--- config.mk ---
export PLATFORM = sky130hd
export DESIGN_NAME = serial_deser_flat
export DESIGN_NICKNAME = d
export VERILOG_FILES = /design/src/rtl/serial_deser_if.sv /design/src/rtl/serial_deser.sv /design/src/flat_wrapper.sv
export SDC_FILE = /design/constraint.sdc
export NUM_CORES = 1
export LEC_CHECK = 0
export CAP_MARGIN = 30
export CORE_MARGIN = 1.5
export CORE_UTILIZATION = 33
export CTS_CLUSTER_SIZE = 30
export DETAILED_ROUTE_END_ITERATION = 6
export PLACE_DENSITY = 0.6
export SLEW_MARGIN = 20
export SYNTH_ARGS = -nofsm -noshare
export SYNTH_HDL_FRONTEND = slang
export SYNTH_SLANG_ARGS = --single-unit
--- constraint.sdc ---
create_clock -name clk -period 3.31 [get_ports clk]
set_input_delay 0.4965 -clock clk [delete_from_list [all_inputs] [get_ports clk]]
set_output_delay 0.4965 -clock clk [all_outputs]
set_load 0.005 [all_outputs]
--- src/rtl/serial_deser_if.sv ---
// Serial-in / parallel-out bus for serial_deser. The parity_err signal exists only
// when SERIAL_DESER_PARITY_EN is defined.
interface serial_deser_if #(
  parameter int W = 4
);
  logic                       s_in;
  logic                       s_valid;
  logic                       lsb_first;
  logic signed [W-1:0]        p_data;
  logic                       p_valid;
  logic                       p_ready;
  logic [$clog2(W+2)-1:0]     bit_cnt;
  logic                       overrun;
  logic                       clr_ovr;
`ifdef SERIAL_DESER_PARITY_EN
  logic                       parity_err;
`endif

  // The bit source and word consumer drive the stream and the handshake.
  modport master (
    output s_in, s_valid, lsb_first, p_ready, clr_ovr,
`ifdef SERIAL_DESER_PARITY_EN
    input  parity_err,
`endif
    input  p_data, p_valid, bit_cnt, overrun
  );

  // The deserializer consumes bits and presents words.
  modport slave (
    input  s_in, s_valid, lsb_first, p_ready, clr_ovr,
`ifdef SERIAL_DESER_PARITY_EN
    output parity_err,
`endif
    output p_data, p_valid, bit_cnt, overrun
  );
endinterface

--- src/rtl/serial_deser.sv ---
// Serial-to-parallel deserializer: W-bit frames, selectable bit order, holding register
// with valid/ready handshake and sticky overrun. SERIAL_DESER_PARITY_EN adds a trailing even-parity bit.
module serial_deser #(
  parameter int W = 4
) (
  input  logic          clk,
  input  logic          rst,
  serial_deser_if.slave bus
);

`ifdef SERIAL_DESER_PARITY_EN
  localparam int F = W + 1;
`else
  localparam int F = W;
`endif
  localparam int CW = $clog2(W + 2);
  localparam logic [CW-1:0] CNT_ZERO = {CW{1'b0}};
  localparam logic [CW-1:0] CNT_ONE  = CW'(1);
  localparam logic [CW-1:0] CNT_W    = CW'(W);
  localparam logic [CW-1:0] CNT_LAST = CW'(F - 1);

  typedef enum logic [0:0] {
    COLLECT = 1'b0,
    DONE    = 1'b1
  } state_t;

  state_t          state_r;
  state_t          state_next_s;
  logic [W-1:0]    sr_r;
  logic [W-1:0]    sr_next_s;
  logic [CW-1:0]   cnt_r;
  logic [CW-1:0]   cnt_next_s;
  logic            lsb_r;
  logic            lsb_next_s;
  logic            lsb_eff_s;
  logic            frame_done_s;
  logic [W-1:0]    word_s;
  logic [W-1:0]    p_data_r;
  logic            p_valid_r;
  logic            overrun_r;

`ifdef SERIAL_DESER_PARITY_EN
  logic            parity_err_r;

  function automatic logic parity_fail(input logic [W-1:0] data, input logic par);
    return (^data) ^ par;
  endfunction

  // The completing bit is the parity bit, so the word is already fully shifted in.
  assign word_s = sr_r;
  assign bus.parity_err = parity_err_r;
`else
  assign word_s = sr_next_s;
`endif

  // Next-state, shift and bit-count logic for the frame collector.
  always_comb begin
    state_next_s = state_r;
    sr_next_s    = sr_r;
    cnt_next_s   = cnt_r;
    lsb_next_s   = lsb_r;
    frame_done_s = 1'b0;
    lsb_eff_s    = (cnt_r == CNT_ZERO) ? bus.lsb_first : lsb_r;

    if (bus.s_valid) begin
      lsb_next_s = lsb_eff_s;
      if (cnt_r < CNT_W) begin
        if (lsb_eff_s) begin
          sr_next_s = {bus.s_in, sr_r[W-1:1]};
        end else begin
          sr_next_s = {sr_r[W-2:0], bus.s_in};
        end
      end else begin
        sr_next_s = sr_r;
      end
      if (cnt_r == CNT_LAST) begin
        cnt_next_s   = CNT_ZERO;
        frame_done_s = 1'b1;
      end else begin
        cnt_next_s   = cnt_r + CNT_ONE;
        frame_done_s = 1'b0;
      end
    end else begin
      lsb_next_s = lsb_r;
    end

    // DONE marks the cycle the word lands; bits arriving then already belong to the next frame.
    case (state_r)
      COLLECT: state_next_s = frame_done_s ? DONE : COLLECT;
      DONE:    state_next_s = COLLECT;
      default: state_next_s = COLLECT;
    endcase
  end

  // Frame collector state: FSM, shift register, bit counter and latched bit order.
  always_ff @(posedge clk) begin
    if (rst) begin
      state_r <= COLLECT;
      sr_r    <= {W{1'b0}};
      cnt_r   <= CNT_ZERO;
      lsb_r   <= 1'b0;
    end else begin
      state_r <= state_next_s;
      sr_r    <= sr_next_s;
      cnt_r   <= cnt_next_s;
      lsb_r   <= lsb_next_s;
    end
  end

  // Output holding register with valid/ready handshake and sticky overrun.
  always_ff @(posedge clk) begin
    if (rst) begin
      p_data_r     <= {W{1'b0}};
      p_valid_r    <= 1'b0;
      overrun_r    <= 1'b0;
`ifdef SERIAL_DESER_PARITY_EN
      parity_err_r <= 1'b0;
`endif
    end else begin
      if (frame_done_s && (!p_valid_r || bus.p_ready)) begin
        p_data_r     <= word_s;
        p_valid_r    <= 1'b1;
`ifdef SERIAL_DESER_PARITY_EN
        parity_err_r <= parity_fail(word_s, bus.s_in);
`endif
      end else if (p_valid_r && bus.p_ready) begin
        p_valid_r <= 1'b0;
      end else begin
        p_valid_r <= p_valid_r;
      end

      // A new drop wins over a simultaneous clear.
      if (frame_done_s && p_valid_r && !bus.p_ready) begin
        overrun_r <= 1'b1;
      end else if (bus.clr_ovr) begin
        overrun_r <= 1'b0;
      end else begin
        overrun_r <= overrun_r;
      end
    end
  end

  assign bus.p_data  = p_data_r;
  assign bus.p_valid = p_valid_r;
  assign bus.bit_cnt = cnt_r;
  assign bus.overrun = overrun_r;

endmodule

--- src/flat_wrapper.sv ---
// flat-port wrapper written by rule: the top's interface ports become plain ports
module serial_deser_flat 
#(
  parameter int W = 4
)
  (clk, rst, bus_s_in, bus_s_valid, bus_lsb_first, bus_p_ready, bus_clr_ovr, bus_p_data, bus_p_valid, bus_bit_cnt, bus_overrun);
  serial_deser_if #(.W(W)) bus_i ();
  input  logic clk;
  input  logic rst;
  input wire logic [$bits(bus_i.s_in)-1:0] bus_s_in;
  input wire logic [$bits(bus_i.s_valid)-1:0] bus_s_valid;
  input wire logic [$bits(bus_i.lsb_first)-1:0] bus_lsb_first;
  input wire logic [$bits(bus_i.p_ready)-1:0] bus_p_ready;
  input wire logic [$bits(bus_i.clr_ovr)-1:0] bus_clr_ovr;
  output wire logic [$bits(bus_i.p_data)-1:0] bus_p_data;
  output wire logic [$bits(bus_i.p_valid)-1:0] bus_p_valid;
  output wire logic [$bits(bus_i.bit_cnt)-1:0] bus_bit_cnt;
  output wire logic [$bits(bus_i.overrun)-1:0] bus_overrun;
  assign bus_i.s_in = bus_s_in;
  assign bus_i.s_valid = bus_s_valid;
  assign bus_i.lsb_first = bus_lsb_first;
  assign bus_i.p_ready = bus_p_ready;
  assign bus_i.clr_ovr = bus_clr_ovr;
  assign bus_p_data = bus_i.p_data;
  assign bus_p_valid = bus_i.p_valid;
  assign bus_bit_cnt = bus_i.bit_cnt;
  assign bus_overrun = bus_i.overrun;
  serial_deser #(.W(W)) u_core (.clk(clk), .rst(rst), .bus(bus_i));
endmodule
---- Word level (Yosys, flattened, before mapping) ----
Index checks and enable logic that the tools add are counted.
storage, ports and cells
  input bits .............................. 7
  register bits after elaboration ......... 14
  logic and storage cells ................. 30
  output and inout port bits .............. 9
operators by class
  add/subtract/negate cells ............... 1
  reduce and logical (&&, ||, !) cells .... 10
  muxes and demuxes ....................... 11
  eq/ne operators ......................... 1
  magnitude comparators ................... 1
operator list
  operator               number
  $mux W4                3
  $mux W1                7
  $logic_and A1 B1 Y1    4
  $reduce_bool A2 Y1     2
  $add A3 B1 Y3 const B  1
  $eq A3 B2 Y1 const B   1
  $logic_not A3 Y1       1
  $lt A3 B3 Y1 const B   1
  $mux W3                1
  $logic_not A1 Y1       2
  $logic_or A1 B1 Y1     1

---- Longest topological paths before layout ----
Gate-level depths: netlist of the first run.
  depth in word-level cells ............... 6
  gate-level depth with buffers ........... 5
  depth with buffers taken out ............ 5

---- Least setup slack after synthesis of the first run ----
OpenSTA, ideal clock, no wires.
  path kind ............................... reg-to-reg
  start ................................... register u_core.cnt_r[0] (netlist: u_core.bus.bit_cnt[0])
  end ..................................... register u_core.sr_r[3]
  required time ........................... 3176 ps
  buffers on the path ..................... 0
  slack ................................... 1935 ps
  setup time .............................. 134 ps
  cell stages (with the launch flop) ...... 6
  data arrival time ....................... 1241 ps
  clock period less this slack ............ 1375 ps
  cell sequence ........................... dfxtp_1 > inv_1 > ha_1 > mux2i_4 > mux2i_1 > a211oi_1
on the way
  word-level cells in the longest chain between the ends .. 5
  elaborated cells between the ends (all ways) .. 6
  classes of those cells .................. order compare (1); mux (4); reduce/logical (1)
RTL lines
  what                    RTL line             RTL
  start, declared         serial_deser.sv:31   logic [CW-1:0] cnt_r;
  start signal, assigned  serial_deser.sv:105  cnt_r <= cnt_next_s;
  $logic_not A3 Y1        serial_deser.sv:63   lsb_eff_s = (cnt_r == CNT_ZERO) ? bus.lsb_first : lsb_r;
  $mux W1                 serial_deser.sv:63
  $mux W4                 serial_deser.sv:68   if (lsb_eff_s) begin
  $mux W4 (*)             serial_deser.sv:67   if (cnt_r < CNT_W) begin
  $mux W4 (*)             serial_deser.sv:65   if (bus.s_valid) begin
  end signal, assigned    serial_deser.sv:99   sr_r <= {W{1'b0}};
  end signal, assigned    serial_deser.sv:104  sr_r <= sr_next_s;
  end, declared           serial_deser.sv:29   logic [W-1:0] sr_r;
Every way passes the cells marked *; elsewhere a longest branch is shown, timed or not.
A chain may end at the register's enable or synchronous reset.

---- Worst setup path in the final report of the first run ----
  start ................................... input port bus_s_valid
  end ..................................... register u_core.p_data_r[3] (netlist: u_core.bus.p_data[3])
on the way
  word-level cells in the longest chain between the ends .. 2
  elaborated cells between the ends (all ways) .. 3
  classes of those cells .................. mux (2); reduce/logical (1)
RTL lines
  what                  RTL line             RTL
  start, declared       flat_wrapper.sv:11   input wire logic [$bits(bus_i.s_valid)-1:0] bus_s_valid;
  $mux W1               serial_deser.sv:65
  $logic_and A1 B1 Y1   serial_deser.sv:120  if (frame_done_s && (!p_valid_r || bus.p_ready)) begin
  end signal, assigned  serial_deser.sv:113  p_data_r <= {W{1'b0}};
  end signal, assigned  serial_deser.sv:121  p_data_r <= word_s;
  end, declared         serial_deser.sv:38   logic [W-1:0] p_data_r;
Several ways; a longest one is shown, not always the timed one.

==> results.sh, run 1 <==
export IMPL_status="completed"
export IMPL_reg2reg_depth=5
export IMPL_postLayoutCoreUtil_pct=46.3
export IMPL_tightest_slew_ns=0.538
export IMPL_relSlewSlack_pct=64.0
export IMPL_grt_util_all_layers_pct=12.5
export IMPL_hold_viol=0
export IMPL_die_area_mm2=0.00212
export IMPL_hold_class="flip-flop to flip-flop"
export IMPL_syn_area_um2=611
export IMPL_die_w_um=46.0
export IMPL_start_kind="input port"
export IMPL_drt_wl_total_um=1150
export IMPL_postCtsHoldBufs=0
export IMPL_place_gp_congestion=0.731
export IMPL_wl_per_cell_um=11.3
export IMPL_power_density_mw_per_mm2=400
export IMPL_post_synth_top_area_cell="dfxtp_1"
export IMPL_setup_viol=0
export IMPL_tritoncts="built"
export IMPL_postCtsSetupBuffers=0
export IMPL_irDropWorstVdd_mv=0.200
export IMPL_async_flop_share_pct=0
export IMPL_antenna_cells=0
export IMPL_fp_dieH_um=46.0
export IMPL_h_tree_depth=1
export IMPL_required_ns=3.44
export IMPL_syn_nets=71
export IMPL_yosysWarningCount=0
export IMPL_cts_resized_gates=0
export IMPL_whs_path_depth=2
export IMPL_maxSlewViolCount=0
export IMPL_insertion_delay_ns=0.27
export IMPL_final_nets=88
export IMPL_grt_max_degree=16
export IMPL_drv_cap=0
export IMPL_synthTopCellsByCount="dfxtp_1 (14), a211oi_1 (9), mux2i_1 (5), nand2b_1 (5), nor2_1 (5)"
export IMPL_critPathKind="input port to flip-flop"
export IMPL_synth_cell_type_count=18
export IMPL_final_setup_tns_ns=0
export IMPL_period_needed_ns=1.77
export IMPL_post_route_drc_count=0
export IMPL_synth_main_ff_cell="dfxtp_1"
export IMPL_firstDrtPassIters=4
export IMPL_vias=507
export IMPL_synth_most_common_cell="dfxtp_1"
export IMPL_syn2layout_area_growth_pct=30.9
export IMPL_portBuffers=15
export IMPL_rows=15
export IMPL_cp_max_fo=15
export IMPL_netlist_instances=62
export IMPL_layout_worst_path_cycle_share_pct=53.5
export IMPL_initial_utilization_pct=35.4
export IMPL_grt_pass1_wl_um=1890
export IMPL_avgViaCountPerCell=4.97
export IMPL_drive_gt1_share_pct=5.19
export IMPL_drt_iter0_drc=9
export IMPL_ys_ff_latch=14
export IMPL_synth_edf_count=0
export IMPL_grt_pass1_vias=441
export IMPL_overflow=0
export IMPL_dp_hpwl_um=810
export IMPL_antenna_found_initial=0
export IMPL_cts_sinks=14
export IMPL_synth_area_leaders="dfxtp_1 (46%), a211oi_1 (11%), mux2i_1 (8.2%), nand2b_1 (5.1%), a31oi_1 (4.1%)"
export IMPL_fin_skew_ns=0.00441
export IMPL_final_antenna_net_count=0
export IMPL_num_io_pins=16
export IMPL_coreArea_mm2=0.00173
export IMPL_yosys_area_top_type_share_pct=45.9
export IMPL_cts_root_buf="clkbuf_4"
export IMPL_power_leakage_nw=0.290
export IMPL_yosysSeqAreaShare_pct=45.9
export IMPL_critical_path_arrival_ns=1.90
export IMPL_avgSynthCellArea_um2=9.85
export IMPL_clock_path_buffers=2
export IMPL_clkTransAtPathRegs_ns=0.08
export IMPL_cts_buffers=3
export IMPL_rsz0062_at_grt="no"
export IMPL_max_freq_ghz=0.565
export IMPL_end_kind="flip-flop"
[final timing paths]
kind	slack (ns)	end	from
worst min-delay path	0.48	u_core.bus.bit_cnt[2]	u_core.bus.bit_cnt[2]
worst min register to register	0.48	u_core.bus.bit_cnt[2]	u_core.bus.bit_cnt[2]
worst max register to register	1.79	u_core.bus.p_data[2]	u_core.bus.bit_cnt[0]
worst max-delay path	1.54	u_core.bus.p_data[3]	bus_s_valid
[critical path, cell delays in order]
cell,delay [ns]
clkdlybuf4s50_1,0.56
and2b_1,0.44
and3_1,0.30
a211oi_1,0.09
[final cells by class]
class	instances	area, µm²
timing repair buffer	15	150
sequential	14	280
clock buffer	3	22.5
multi-input combinational	42	304
tap	25	31.3
fill	175	927
inverter	3	11.3
[flip-flops by register name, indices dropped and copies added (netlist names)]
signal / cells
u_core.bus.bit_cnt: 3
u_core.bus.overrun: 1
u_core.bus.p_data: 4
u_core.lsb_r: 1
u_core.bus.p_valid: 1
u_core.sr_r: 4
[layer usage]
layer | vias to the layer above | wire (µm) | GRT usage (%)
met3 | 2 | 64 | 2.78
met4 | 0 | 8 | 6.86
met1 | 234 | 567 | 17.5
met5 | - | 0 | 0
li1 | 257 | - | -
met2 | 14 | 509 | 17.5
[cells by family after synthesis]
| logic type | Yosys count | share of synthesized area (%) |
|---|---|---|
| compound gates | 17 | 18.4 |
| fa+ha+maj | 2 | 4.10 |
| simple gates | 17 | 15.4 |
| mux | 6 | 11.9 |
| buf+inv | 6 | 4.30 |
| flops | 14 | 45.9 |
[report_power, final]
group	total, mW	internal, mW	switching (mW)
clock	0.0896	0.0420	0.0477
sequential	0.181	0.176	0.00535
combinational	0.0489	0.0263	0.0227
[per-stage QoR]
stage / setup slack, ns / power, mW / hold WS (ns) / cell area [µm²] / cells
floorplan: 1.94 / 0.215 / 0.450 / 611 / 62
global placement: 1.30 / 0.234 / 0.455 / 777 / 99
detailed placement: 1.29 / 0.234 / 0.463 / 777 / 99
CTS: 1.56 / 0.324 / 0.478 / 800 / 102
global route: 1.46 / 0.336 / 0.508 / 800 / 102
finish: 1.54 / 0.319 / 0.475 / 800 / 102
[placed cells by master (no fill, tap or decap)]
| cell type | instances |
|---|---|
| nand3_1 | 2 |
| dfxtp_1 | 14 |
| mux2i_4 | 1 |
| clkdlybuf4s50_1 | 15 |
| a31oi_1 | 4 |
| nand3b_1 | 1 |
| ha_1 | 2 |
| mux2i_1 | 5 |
| a21oi_1 | 4 |
| clkbuf_4 | 3 |
| nand4b_1 | 1 |
| nand2_1 | 1 |
| nor2_1 | 5 |
| and2b_1 | 1 |
| a211oi_1 | 9 |
| inv_1 | 3 |
| nand2b_1 | 5 |
| and3_1 | 1 |
(Power assumes the default switching activity.)
==> run 2: changes to the inputs <==
Clock period 3.31 ns to 1.7 ns, I/O delays scaled along.
==> run 2 against run 1 <==
Against the previous run:
- critical path depth rose by 1
- die area did not move
- register-to-register slack got worse by 1.6 ns
- largest cell class unchanged
==> results.sh, run 2 (same netlist as run 1, synthesis figures left out) <==
export IMPL_seqPwrFrac_pct=51.2
export IMPL_h_tree_depth=1
export IMPL_place_gp_congestion=0.758
export IMPL_cts_buffers=3
export IMPL_combPwrFrac_pct=14.3
export IMPL_place_inst=101
export IMPL_antenna_found_initial=0
export IMPL_drive_gt1_share_pct=8.75
export IMPL_critPathKind="flip-flop to flip-flop"
export IMPL_grt_pass1_wl_um=1890
export IMPL_grtUsageMet1_pct=16.4
export IMPL_drt_wl_total_um=1180
export IMPL_layout_worst_path_cycle_share_pct=90.8
export IMPL_cts_resized_gates=0
export IMPL_clock_path_buffers=2
export IMPL_p_sw_share_pct=23.5
export IMPL_hold_viol=0
export IMPL_drt_iter0_drc=8
export IMPL_grt_util_met2_pct=18.6
export IMPL_die_w_um=46.0
export IMPL_rows=15
export IMPL_portBuffers=15
export IMPL_setup_ws_ns=0.156
export IMPL_fill_cells=175
export IMPL_wl_per_cell_um=11.2
export IMPL_final_cell_mix="clkdlybuf4s50_1 (15), dfxtp_1 (14), a211oi_1 (9)"
export IMPL_p_switching_mw=0.162
export IMPL_num_io_pins=16
export IMPL_end_kind="flip-flop"
export IMPL_tightest_slew_ns=0.483
export IMPL_coreArea_mm2=0.00173
export IMPL_fin_skew_ns=0.00249
export IMPL_final_setup_tns_ns=0
export IMPL_tritoncts="built"
export IMPL_vias=511
export IMPL_fp_dieH_um=46.0
export IMPL_firstDrtPassIters=4
export IMPL_grt_busiest_layer="met2"
export IMPL_required_ns=1.85
export IMPL_critical_path_arrival_ns=1.69
export IMPL_clkTransAtPathRegs_ns=0.08
export IMPL_power_density_mw_per_mm2=831
export IMPL_multi_input_area_um2=304
export IMPL_drv_cap=0
export IMPL_status="completed"
export IMPL_syn2layout_area_growth_pct=35.7
export IMPL_hold_class="flip-flop to flip-flop"
export IMPL_dp_hpwl_um=804
export IMPL_period_needed_ns=1.54
export IMPL_irDropWorstVdd_mv=0.488
export IMPL_max_freq_ghz=0.648
export IMPL_power_leakage_nw=0.307
export IMPL_maxSlewViolCount=0
export IMPL_grt_max_degree=15
export IMPL_grtUsageMet3_pct=4.76
export IMPL_postCtsHoldBufs=0
export IMPL_setup_viol=0
export IMPL_post_route_drc_count=0
export IMPL_grt_pass1_vias=458
export IMPL_start_kind="flip-flop"
export IMPL_layoutNonFillerInstCount=105
export IMPL_grt_util_all_layers_pct=13.1
export IMPL_die_area_mm2=0.00212
export IMPL_cts_root_buf="clkbuf_4"
export IMPL_avgViaCountPerCell=4.87
export IMPL_antenna_cells=0
export IMPL_post_place_ws_ns=0.149
export IMPL_overflow=0
export IMPL_cts_sinks=14
export IMPL_pwr_share_clk_pct=34.5
export IMPL_hold_ws_ns=0.473
export IMPL_seq_area_um2=280
export IMPL_rsz0062_at_grt="no"
export IMPL_final_common_cell="clkdlybuf4s50_1"
export IMPL_postCtsSetupBuffers=0
export IMPL_final_nets=90
export IMPL_insertion_delay_ns=0.28
export IMPL_relSlewSlack_pct=67.7
export IMPL_p_int_mw=0.526
export IMPL_final_antenna_net_count=0
export IMPL_cp_max_fo=4
export IMPL_initial_utilization_pct=35.4
[run 2: final cells by class]
type	instances	share of cell area, %
Inverter	3	1.36
Clock buffer	4	4.38
Tap cell	25	3.78
Timing Repair Buffer	17	19.9
Multi-Input combinational cell	42	36.7
Sequential cell	14	33.8
[run 2: per-stage QoR]
stage          utilization [%]  area (µm²)  total power, mW
6_report                  48.0         828            0.688
5_1_grt                   48.0         828            0.728
4_1_cts                   48.0         828            0.698
3_5_place_dp              45.9         792            0.458
3_3_place_gp              45.9         792            0.458
2_1_floorplan                -         611            0.419
[run 2: final timing paths]
check                                            from                     to  cells past startpoint  slack (ns)
worst max register to register  u_core.bus.bit_cnt[0]   u_core.bus.p_data[0]                      5        0.16
worst max-delay path            u_core.bus.bit_cnt[0]   u_core.bus.p_data[0]                      5        0.16
worst min-delay path            u_core.bus.bit_cnt[2]  u_core.bus.bit_cnt[2]                      2        0.47
worst min register to register  u_core.bus.bit_cnt[2]  u_core.bus.bit_cnt[2]                      2        0.47
[run 2: per-layer routing]
layer,vias up,part of all wire [%]
met4,0,1.1
met1,231,51
li1,262,-
met3,2,5.4
met2,16,42
met5,-,0
[run 2: critical path, cell delays in order (launching register included)]
cell	delay (ns)
dfxtp_1	0.34
inv_1	0.08
ha_1	0.24
mux2i_4	0.33
mux2i_1	0.31
a211oi_1	0.12
[run 2: power groups by stage]
stage | sequential, mW | combinational [mW] | clock, mW
floorplan | 0.358 | 0.0604 | 0
global placement | 0.360 | 0.0988 | 0
detailed placement | 0.359 | 0.0988 | 0
CTS | 0.352 | 0.0999 | 0.246
global route | 0.354 | 0.110 | 0.264
finish | 0.352 | 0.0987 | 0.237
==> run 3: changes to the inputs <==
Settings changed: ABC_AREA from default to 0.
==> results of run 3 <==
The final DEF is identical to that of run 2; final timing and power are the same.
